## src/rtl/alu_result_fifo_if.sv

```systemverilog
// Valid/ready result channel between ALU stages.
// Carries one ALU result word plus the func code that produced it.
interface alu_result_fifo_if #(
    parameter int DATA_W = 8,
    parameter int FUNC_W = 3
);
    logic              valid;
    logic              ready;
    logic [DATA_W-1:0] data;
    logic [FUNC_W-1:0] func;

    modport master (
        output valid,
        output data,
        output func,
        input  ready
    );

    modport slave (
        input  valid,
        input  data,
        input  func,
        output ready
    );
endinterface

```

## src/rtl/alu_result_fifo.sv

```systemverilog
// Result FIFO behind the 4-bit ALU.
// Queues tagged results for the consumer and feeds back the last low nibble as ALU B.
module alu_result_fifo #(
    parameter int DATA_W = 8,
    parameter int FUNC_W = 3,
    parameter int DEPTH  = 4,
    parameter int PTR_W  = 2
) (
    input  logic               clk,
    input  logic               resetn,
    input  logic               clr,
    alu_result_fifo_if.slave   in_if,
    alu_result_fifo_if.master  out_if,
    output logic [3:0]         fb_operand,
    output logic [PTR_W:0]     count,
    output logic               drop_sticky
);
    localparam int CNT_W = PTR_W + 1;
    localparam int ENT_W = FUNC_W + DATA_W;

    logic [ENT_W-1:0] mem_q [DEPTH];

    logic [PTR_W-1:0] wr_ptr_q, wr_ptr_d;
    logic [PTR_W-1:0] rd_ptr_q, rd_ptr_d;
    logic [CNT_W-1:0] count_q, count_d;
    logic [3:0]       fb_q, fb_d;
    logic             drop_q, drop_d;

    logic             full;
    logic             empty;
    logic             push;
    logic             pop;
    logic [ENT_W-1:0] head;

    // Flow control comes only from the registered occupancy.
    always_comb begin
        full  = (count_q == CNT_W'(DEPTH));
        empty = (count_q == '0);
        push  = in_if.valid & ~full & ~clr;
        pop   = ~empty & out_if.ready & ~clr;
        head  = mem_q[rd_ptr_q];
    end

    assign in_if.ready  = ~full;
    assign out_if.valid = ~empty;
    assign out_if.data  = head[DATA_W-1:0];
    assign out_if.func  = head[ENT_W-1:DATA_W];
    assign fb_operand   = fb_q;
    assign count        = count_q;
    assign drop_sticky  = drop_q;

    // Next-state: clr overrides any push, pop or drop in the same cycle.
    always_comb begin
        wr_ptr_d = wr_ptr_q;
        rd_ptr_d = rd_ptr_q;
        count_d  = count_q;
        fb_d     = fb_q;
        drop_d   = drop_q;
        if (clr) begin
            wr_ptr_d = '0;
            rd_ptr_d = '0;
            count_d  = '0;
            fb_d     = '0;
            drop_d   = 1'b0;
        end else begin
            if (push) begin
                wr_ptr_d = wr_ptr_q + PTR_W'(1);
                fb_d     = in_if.data[3:0];
            end
            if (pop) begin
                rd_ptr_d = rd_ptr_q + PTR_W'(1);
            end
            unique case ({push, pop})
                2'b10:   count_d = count_q + CNT_W'(1);
                2'b01:   count_d = count_q - CNT_W'(1);
                default: count_d = count_q;
            endcase
            if (in_if.valid && full) begin
                drop_d = 1'b1;
            end
        end
    end

    // Control state register with asynchronous reset.
    always_ff @(posedge clk or negedge resetn) begin
        if (!resetn) begin
            wr_ptr_q <= '0;
            rd_ptr_q <= '0;
            count_q  <= '0;
            fb_q     <= '0;
            drop_q   <= 1'b0;
        end else begin
            wr_ptr_q <= wr_ptr_d;
            rd_ptr_q <= rd_ptr_d;
            count_q  <= count_d;
            fb_q     <= fb_d;
            drop_q   <= drop_d;
        end
    end

    // Storage array is not reset; out_valid guards its contents.
    always_ff @(posedge clk) begin
        if (push) begin
            mem_q[wr_ptr_q] <= {in_if.func, in_if.data};
        end
    end
endmodule
```

## src/flat_wrapper.sv

```systemverilog
// flat-port wrapper written by rule: the top's interface ports become plain ports
module alu_result_fifo_flat 
#(
    parameter int DATA_W = 8,
    parameter int FUNC_W = 3,
    parameter int DEPTH  = 4,
    parameter int PTR_W  = 2
)
  (clk, resetn, clr, fb_operand, count, drop_sticky, in_if_valid, in_if_data, in_if_func, in_if_ready, out_if_valid, out_if_data, out_if_func, out_if_ready);
  alu_result_fifo_if #(.DATA_W(DATA_W), .FUNC_W(FUNC_W)) in_if_i ();
  alu_result_fifo_if #(.DATA_W(DATA_W), .FUNC_W(FUNC_W)) out_if_i ();
  input  logic clk;
  input  logic resetn;
  input  logic clr;
  output logic [3:0] fb_operand;
  output logic [PTR_W:0] count;
  output logic drop_sticky;
  input wire logic [$bits(in_if_i.valid)-1:0] in_if_valid;
  input wire logic [$bits(in_if_i.data)-1:0] in_if_data;
  input wire logic [$bits(in_if_i.func)-1:0] in_if_func;
  output wire logic [$bits(in_if_i.ready)-1:0] in_if_ready;
  output wire logic [$bits(out_if_i.valid)-1:0] out_if_valid;
  output wire logic [$bits(out_if_i.data)-1:0] out_if_data;
  output wire logic [$bits(out_if_i.func)-1:0] out_if_func;
  input wire logic [$bits(out_if_i.ready)-1:0] out_if_ready;
  assign in_if_i.valid = in_if_valid;
  assign in_if_i.data = in_if_data;
  assign in_if_i.func = in_if_func;
  assign in_if_ready = in_if_i.ready;
  assign out_if_valid = out_if_i.valid;
  assign out_if_data = out_if_i.data;
  assign out_if_func = out_if_i.func;
  assign out_if_i.ready = out_if_ready;
  alu_result_fifo #(.DATA_W(DATA_W), .FUNC_W(FUNC_W), .DEPTH(DEPTH), .PTR_W(PTR_W)) u_core (.clk(clk), .resetn(resetn), .clr(clr), .in_if(in_if_i), .out_if(out_if_i), .fb_operand(fb_operand), .count(count), .drop_sticky(drop_sticky));
endmodule
```

## config.mk

```make
export PLATFORM = sky130hd
export DESIGN_NAME = alu_result_fifo_flat
export DESIGN_NICKNAME = d
export VERILOG_FILES = /design/src/rtl/alu_result_fifo_if.sv /design/src/rtl/alu_result_fifo.sv /design/src/flat_wrapper.sv
export SDC_FILE = /design/constraint.sdc
export NUM_CORES = 1
export LEC_CHECK = 0
export CORE_MARGIN = 5
export CORE_UTILIZATION = 53
export DETAILED_ROUTE_END_ITERATION = 6
export HOLD_SLACK_MARGIN = 0.06
export PLACE_DENSITY = 0.86
export REMOVE_ABC_BUFFERS = 1
export SLEW_MARGIN = 10
export SYNTH_ARGS = -nofsm -noshare
export SYNTH_HDL_FRONTEND = slang
export SYNTH_SLANG_ARGS = --single-unit
```

## constraint.sdc

```tcl
create_clock -name clk -period 2.9 [get_ports clk]
set_input_delay 0.58 -clock clk [delete_from_list [all_inputs] [get_ports clk]]
set_output_delay 0.58 -clock clk [all_outputs]
set_load 0.005 [all_outputs]
```

== Word-level counts from Yosys, hierarchy flattened ==
Memory sizes are Yosys's and may differ from the RTL's.
Cells that the tools add are included.
Storage, ports and cells
  logic and storage cells: 38
  register bits after elaboration: 12
  memories kept: 1
  input bits: 16
  output and inout bits: 21
  RAM bits: 44
Memories
  u_core.mem_q: depth 4, bits a word 11, rd ports 1, clocked after memory_dff 0, wr ports 1, RTL line alu_result_fifo.sv:21  | logic [ENT_W-1:0] mem_q [DEPTH];
Cells by class
  bitwise gates (word level): 7
  $add $sub $neg: 4
  multiplexer cells: 12
  reductions and logical operators: 6
  equality and inequality tests: 3
Operator list (number)
  2-bit two-way mux: 4
  4-bit two-way mux: 2
  3-bit case mux with 2 select lines: 1
  2-bit nonzero test: 3
  2-bit by 1-bit adder with 2-bit output, second input constant: 2
  1-bit bitwise AND: 4
  1-bit two-way mux: 4
  3-bit by 1-bit adder with 3-bit output, second input constant: 1
  3-bit equality test, second input constant: 1
  3-bit zero test: 1
  3-bit two-way mux: 1
  1-bit NOT: 3
  3-bit nonzero test: 1
  3-bit by 1-bit subtractor with 3-bit output, second input constant: 1
  2-bit by 1-bit equality test with 1-bit output, second input constant: 1
  2-bit equality test, second input constant: 1
  1-bit logical AND: 1

== Longest topological paths before layout ==
Gate-level depths: netlist of the first run.
  word-level depth: 7
  mapped depth: 8
  mapped depth without buffers: 6

== Least setup slack after synthesis of the first run ==
Ideal clock, no wire load.
  kind: register to register
  start: reg u_core.count_q[0] (netlist: u_core.count[0])
  end: reg u_core.count_q[1] (netlist: u_core.count[1])
  clock period less this slack: 2.065 ns
  required time: 2.778 ns
  arrival: 1.943 ns
  stages on the path, launching flop included: 9
  setup slack: 0.835 ns
  library setup time: 0.122 ns
  path buffers: 2
  path through: dfrtp_1 -> buf_6 -> or3b_1 -> buf_6 -> nand2_8 -> nor3b_2 -> fa_1 -> a21oi_1 -> nor4_1
Between the ends
  word-level cells in the longest chain between the ends: 7
  elaborated cells between the ends (all ways): 15
  those cells by class: add/sub (2); eq/ne (3); mux (2); bitwise (6); reduce/logical (2)
Ends and longest elaborated chain
  from (decl): RTL line alu_result_fifo.sv:25  | logic [CNT_W-1:0] count_q, count_d;
  from (signal assigned): RTL line alu_result_fifo.sv:95  | count_q <= count_d;
  3-bit equality test *: RTL line alu_result_fifo.sv:37  | full = (count_q == CNT_W'(DEPTH));
  1-bit NOT *
  via in_if_ready: RTL line flat_wrapper.sv:21  | output wire logic [$bits(in_if_i.ready)-1:0] in_if_ready;
  1-bit bitwise AND * (2 in a row): RTL line alu_result_fifo.sv:39  | push = in_if.valid & ~full & ~clr;
  2-bit by 1-bit equality test with 1-bit output / 2-bit equality test (equally long branches): RTL line alu_result_fifo.sv:73  | unique case ({push, pop})
  3-bit case mux with 2 select lines: RTL line alu_result_fifo.sv:73
  3-bit two-way mux: RTL line alu_result_fifo.sv:59  | if (clr) begin
The timed path passes the listed nets; every way through them passes the cells marked *.
A chain may end at the register's enable or synchronous reset.

== Final worst setup path of the first run ==
  start: reg u_core.rd_ptr_q[0]
  end: out out_if_data[0]
Between the ends
  word-level cells in the longest chain between the ends: 1
Ends and longest elaborated chain
  from (decl): RTL line alu_result_fifo.sv:24  | logic [PTR_W-1:0] rd_ptr_q, rd_ptr_d;
  from (signal assigned): RTL line alu_result_fifo.sv:94  | rd_ptr_q <= rd_ptr_d;
  memory read 4 x 11 bit
  to (decl): RTL line flat_wrapper.sv:23  | output wire logic [$bits(out_if_i.data)-1:0] out_if_data;
No other way between the ends.

==> results of run 1 <==
[where the power goes]
group	internal [W]	leakage [nW]	switching, W
clock network	0.000256	0.0552	0.000230
logic	0.000153	0.385	0.000111
registers	0.000902	0.561	0.0000271
total	0.00131	1.00	0.000368
[sequential cells by signal (all words and copies together), names as in the netlist]
name	count
u_core.mem_q	44
u_core.fb_operand	4
u_core.drop_sticky	1
u_core.count	3
u_core.rd_ptr_q	2
u_core.wr_ptr_q	2
[layout by cell type, fill, tap and decap left out]
master / synthesis / layout
a31oi_1: 1 / 1
nand2_8: 1 / 1
clkinv_2: 0 / 1
xor2_1: 3 / 3
o21ai_0: 3 / 3
nand2_1: 7 / 7
clkdlybuf4s50_1: 0 / 36
a21o_1: 1 / 1
nor2_1: 9 / 9
mux4_2: 11 / 11
nand2b_1: 1 / 1
o21a_1: 1 / 1
fa_1: 1 / 1
nor2b_1: 1 / 1
and2_1: 4 / 4
buf_4: 3 / 4
xnor2_1: 2 / 2
a21oi_1: 8 / 8
nor4_1: 1 / 1
nor3_1: 1 / 1
dfrtp_1: 12 / 12
a2111oi_0: 1 / 1
clkbuf_1: 2 / 1
clkbuf_8: 0 / 5
nand3_1: 8 / 8
inv_1: 4 / 4
bufinv_16: 0 / 1
nor2_2: 1 / 1
edfxtp_1: 44 / 44
ha_1: 4 / 4
nor3b_2: 1 / 1
or3b_1: 2 / 2
a311oi_1: 1 / 1
or3_1: 2 / 2
[stage by stage]
| step | hold WS, ns | utilization |
|---|---|---|
| 3_5_place_dp | 0.5166 | 0.6351 |
| 6_report | 0.5364 | 0.6598 |
| 5_1_grt | 0.5594 | 0.6598 |
| 4_1_cts | 0.5419 | 0.6598 |
| 2_1_floorplan | 0.2844 | - |
| 3_3_place_gp | 0.5052 | 0.6351 |
[metal layers]
metal / track usage / up-vias / part of all wire
met5: 0 / - / 0
met4: 0.04196 / 0 / 0.0083
met3: 0.03981 / 4 / 0.068
met2: 0.2513 / 48 / 0.52
met1: 0.1782 / 662 / 0.40
li1: - / 619 / -
[layout make-up]
class / count / share of cell area
Clock inverter: 2 / 0.01220
Tap cell: 52 / 0.02265
Sequential cell: 56 / 0.5645
Multi-Input combinational cell: 76 / 0.2343
Clock buffer: 6 / 0.02526
Inverter: 4 / 0.005226
Timing Repair Buffer: 40 / 0.1359
[worst max-delay path: stages (launching register included)]
cell             delay (ns)
dfrtp_1                0.40
buf_4                  0.27
mux4_2                 0.53
clkdlybuf4s50_1        0.46
[cells by family (layout without fill, tap and decap cells)]
group | Yosys count | in the layout | synth area share
buffers and inverters | 13 | 52 | 0.03168
and+or+nand+nor | 39 | 39 | 0.09187
AOI/OAI and AO/OA | 16 | 16 | 0.03960
muxes | 11 | 11 | 0.1045
DFF | 56 | 56 | 0.6843
adders and majority gates | 5 | 5 | 0.02957
xor gates and xnor gates | 5 | 5 | 0.01848
[worst min path at each step]
stage	endpoint	slack, ns
floorplan	u_core.count[0]$_DFFE_PN0P_	0.28
global placement	u_core.drop_sticky$_DFFE_PN0P_	0.51
detailed placement	u_core.drop_sticky$_DFFE_PN0P_	0.52
CTS	u_core.fb_operand[0]$_DFFE_PN0P_	0.54
global route	u_core.fb_operand[0]$_DFFE_PN0P_	0.56
finish	u_core.drop_sticky$_DFFE_PN0P_	0.54
==> results.cfg, run 1 <==
[sta]
hold_viol_final = 0
maxSlewViolCount = 0
period_needed_ns = 2.557
rsz0062_at_grt = false
skew_ns = 0.006522
setup_viol = 0
fmax_ghz = 0.3911
fin_crit_sh = 0.8817
layout_setup_ws_ns = 0.3432
relSlewSlack = 0.6184
worst_pin_slew_ns = 0.5725
final.setup.tns_ns = 0

[placed_design]
dpl_cell_area_um2 = 2765
dpl.cell_count = 228
gp_congestion = 0.7799
dpl.hpwl_um = 2833
pre_cts_ws_ns = 0.5116
portBuffers = 36

[global_route]
grt_max_degree = 18
grt_overflow = 0
grt_pass1_wl_um = 6824
antenna_found_initial = 0
grt.total_usage = 0.1456
grt_pass1_vias = 1421

[clock_tree]
clkTransAtPathRegs_ns = 0.09
cts_num_sinks = 56
post_cts_hold_buffer_count = 0
htree_levels = 2
cts_resized = 0
cts_setup_buffers = 0
ctsRootBufferMaster = clkbuf_8
numCtsBuffers = 5
cts_buffer_depth = 2
clk_latency_ns = 0.30
tritoncts = done

[floorplanning]
io_pins = 37
fp-row-count = 24
die-area_um2 = 5908
start_util = 0.5443
die_y_um = 76.87
dieWidth_um = 76.87
fp.coreArea_um2 = 4354

[setup_path]
reg2reg_to = u_core.count[1]$_DFFE_PN0P_
critPathCapture = out_if_data[0]
cp-start-kind = flop
cp.arrival_ns = 1.98
worstPathRequired_ns = 2.32
worst-setup-path-type = flop to output port
r2r_slack_ns = 0.67
cp_max_fo = 11
crit_path_end_kind = output port
critPathLaunch = u_core.rd_ptr_q[0]$_DFFE_PN0P_
rr_worst_depth = 6
worstReg2RegStart = u_core.count[0]$_DFFE_PN0P_

[routing]
first_pass_iters = 4
vias = 1333
avgViaCountPerCell = 5.648
drt-wirelength-per-cell_um = 17.39
ant_nets = 0
drt-total-wl_um = 4104
drt_iter0_markers = 129
post-route-drc-count = 0

[synthesis]
synthTopCellsByArea = edfxtp_1, dfrtp_1, mux4_2
synthesis.area_um2 = 2370
synth_top_area_share = 0.5576
synth_area_per_cell_um2 = 16.34
ys_seq_elements = 56
syn_inst = 145
synth.most_common_cell = edfxtp_1
synthArstFlopShare = 0.2143
synth_top_area_cell = edfxtp_1
synth_common_cells = edfxtp_1, dfrtp_1, mux4_2
yosysWarnings = 0
synth_enable_flop_cells = 44
ys.flop_type = edfxtp_1
yosysUniqueCellTypes = 32
yosysSeqAreaShare = 0.6843

[layout]
syn_to_final_growth_pct = 21.23
nNetsFinal = 204
design_area_um2 = 2873
antennaDiodeCount = 0
seqCellArea_um2 = 1622
drive_gt1_frac = 0.1359
fin_cells = 236
multi_input_area_um2 = 673.1
fillers = 310

[power]
design_power_total_w = 0.001680
vdd_ir_drop_max_uv = 270.5
power_leakage_nw = 1.001
p_per_area_nw_per_um2 = 584.8

[hold_path]
hp-start = u_core.drop_sticky$_DFFE_PN0P_
hold_class = flop to flop
hold_path_depth = 2

[flow_run]
maxCapViolations = 0

[outcome]
status = finished clean
Note: power is estimated with default switching activity, not from simulation.
==> run 2: changes to the inputs <==
Settings changed: CORE_MARGIN 5 to 1, SKIP_LAST_GASP set to 1.
==> results.cfg, run 2 (same netlist as run 1, synthesis figures left out) <==
[sta]
fmax_ghz = 0.3888
hold_viol_final = 0
layout_setup_ws_ns = 0.3280
skew_ns = 0.008500
final.setup.tns_ns = 0
holdWs_ns = 0.5216
relSlewSlack = 0.5919
setup_viol = 0
period_needed_ns = 2.572
rsz0062_at_grt = false
worst_pin_slew_ns = 0.6102
maxSlewViolCount = 0
fin_crit_sh = 0.8869

[clock_tree]
numCtsBuffers = 5
ctsRootBufferMaster = clkbuf_8
clkTransAtPathRegs_ns = 0.10
post_cts_hold_buffer_count = 0
tritoncts = done
cts_num_sinks = 56
clk_latency_ns = 0.30
cts_resized = 0
htree_levels = 2
cts_buffer_depth = 2
cts_setup_buffers = 0

[layout]
layout_common_cells = edfxtp_1, clkdlybuf4s50_1, dfrtp_1
seqCellArea_um2 = 1622
design_area_um2 = 2849
drive_gt1_frac = 0.1359
syn_to_final_growth_pct = 20.22
largest-register = u_core.mem_q
multi_input_area_um2 = 673.1
largest_register_ffs = 44
antennaDiodeCount = 0
nNetsFinal = 204
fin_cells = 234
mostFrequentLayoutCell = edfxtp_1
fillers = 282

[global_route]
grt_overflow = 0
antenna_found_initial = 0
grt.total_usage = 0.2118
grt_pass1_vias = 1352
grt_max_degree = 18
grt_pass1_wl_um = 6796

[setup_path]
path_delay_family = buffers and inverters
cp-start-kind = flop
crit_path_end_kind = output port
cp.arrival_ns = 1.99
cp_max_fo = 11
path_cells = buf_4 > mux4_2 > clkdlybuf4s50_1
critPathCapture = out_if_data[3]
reg2reg_to = u_core.count[1]$_DFFE_PN0P_
worstReg2RegStart = u_core.count[0]$_DFFE_PN0P_
worst-setup-path-type = flop to output port
worstPathRequired_ns = 2.32
worst-path-stages = 3
rr_worst_depth = 6
max_stage_delay_ns = 0.55
critPathLaunch = u_core.rd_ptr_q[0]$_DFFE_PN0P_
r2r_slack_ns = 0.67
cp_num_buf_inv = 2
slowest_stage = mux4_2

[routing]
first_pass_iters = 4
drt_iter0_markers = 43
drt-total-wl_um = 4311
avgViaCountPerCell = 5.671
post-route-drc-count = 0
drt-wirelength-per-cell_um = 18.42
ant_nets = 0
vias = 1327

[floorplanning]
die-area_um2 = 4742
fp.coreArea_um2 = 4144
io_pins = 37
start_util = 0.5719
fp-row-count = 23
dieWidth_um = 68.87
die_y_um = 68.87

[power]
power_leakage_nw = 0.9918
vdd_ir_drop_max_uv = 423.7
p_per_area_nw_per_um2 = 563.9

[flow_run]
maxCapViolations = 0

[hold_path]
hold_class = flop to flop
hold_path_depth = 2

[placed_design]
gp_congestion = 0.7532
portBuffers = 36
dpl.cell_count = 226
pre_cts_ws_ns = 0.5269
dpl_cell_area_um2 = 2763
dpl.hpwl_um = 3091

[outcome]
status = finished clean
[run 2: cell count changes in the layout (fill, tap and decap cells not counted), sizes merged]
cell,before,now
clkinv,1,2
bufinv,1,0
clkbuf,6,5
inv,4,5
[run 2: per-stage QoR]
| stage | utilization | power, W |
|---|---|---|
| after global placement | 0.6667 | 0.001202 |
| after floorplan | - | 0.001067 |
| final | 0.6875 | 0.001607 |
| after CTS | 0.6875 | 0.001620 |
| after global routing | 0.6875 | 0.001680 |
| after detailed placement | 0.6667 | 0.001219 |
[run 2: how the worst min path moves through the flow]
| stage | start | endpoint | slack (ns) |
|---|---|---|---|
| floorplan | resetn | u_core.count[0]$_DFFE_PN0P_ | 0.28 |
| global placement | u_core.drop_sticky$_DFFE_PN0P_ | u_core.drop_sticky$_DFFE_PN0P_ | 0.49 |
| detailed placement | u_core.drop_sticky$_DFFE_PN0P_ | u_core.drop_sticky$_DFFE_PN0P_ | 0.49 |
| CTS | u_core.drop_sticky$_DFFE_PN0P_ | u_core.drop_sticky$_DFFE_PN0P_ | 0.52 |
| global route | u_core.fb_operand[0]$_DFFE_PN0P_ | u_core.fb_operand[0]$_DFFE_PN0P_ | 0.57 |
| finish | u_core.drop_sticky$_DFFE_PN0P_ | u_core.drop_sticky$_DFFE_PN0P_ | 0.52 |
[run 2: layout make-up]
type | instances | share of cell area
clock inverters | 3 | 0.006148
flip-flops and latches | 56 | 0.5692
repair buffers | 40 | 0.1370
multi-input cells | 76 | 0.2363
well taps | 50 | 0.02196
inverters | 4 | 0.005270
clock buffers | 5 | 0.02415
[run 2: worst min-delay path, delay by kind of cell, from the launching register on]
family,cells,cell delay (ns)
AO/OA/AOI/OAI,1,0.05
AND/OR/NAND/NOR,1,0.08
flip-flops,1,0.36
[run 2: layer usage]
metal / wire length [um] / track usage / vias up
li1: - / - / 621
met1: 1835 / 0.2680 / 665
met2: 2272 / 0.3604 / 39
met3: 182 / 0.05428 / 2
met4: 22 / 0.06122 / 0
met5: 0 / 0 / -
[run 2: where the power goes]
group / leakage (nW) / switching [W] / internal (W)
logic: 0.385 / 0.000114 / 0.000153
registers: 0.561 / 0.0000275 / 0.000902
clock network: 0.0460 / 0.000240 / 0.000169
==> run 3: changes to the inputs <==
Settings changed: CTS_CLUSTER_SIZE set to 16.
==> results of run 3 <==
The final DEF is identical to that of run 2; final timing and power are the same.
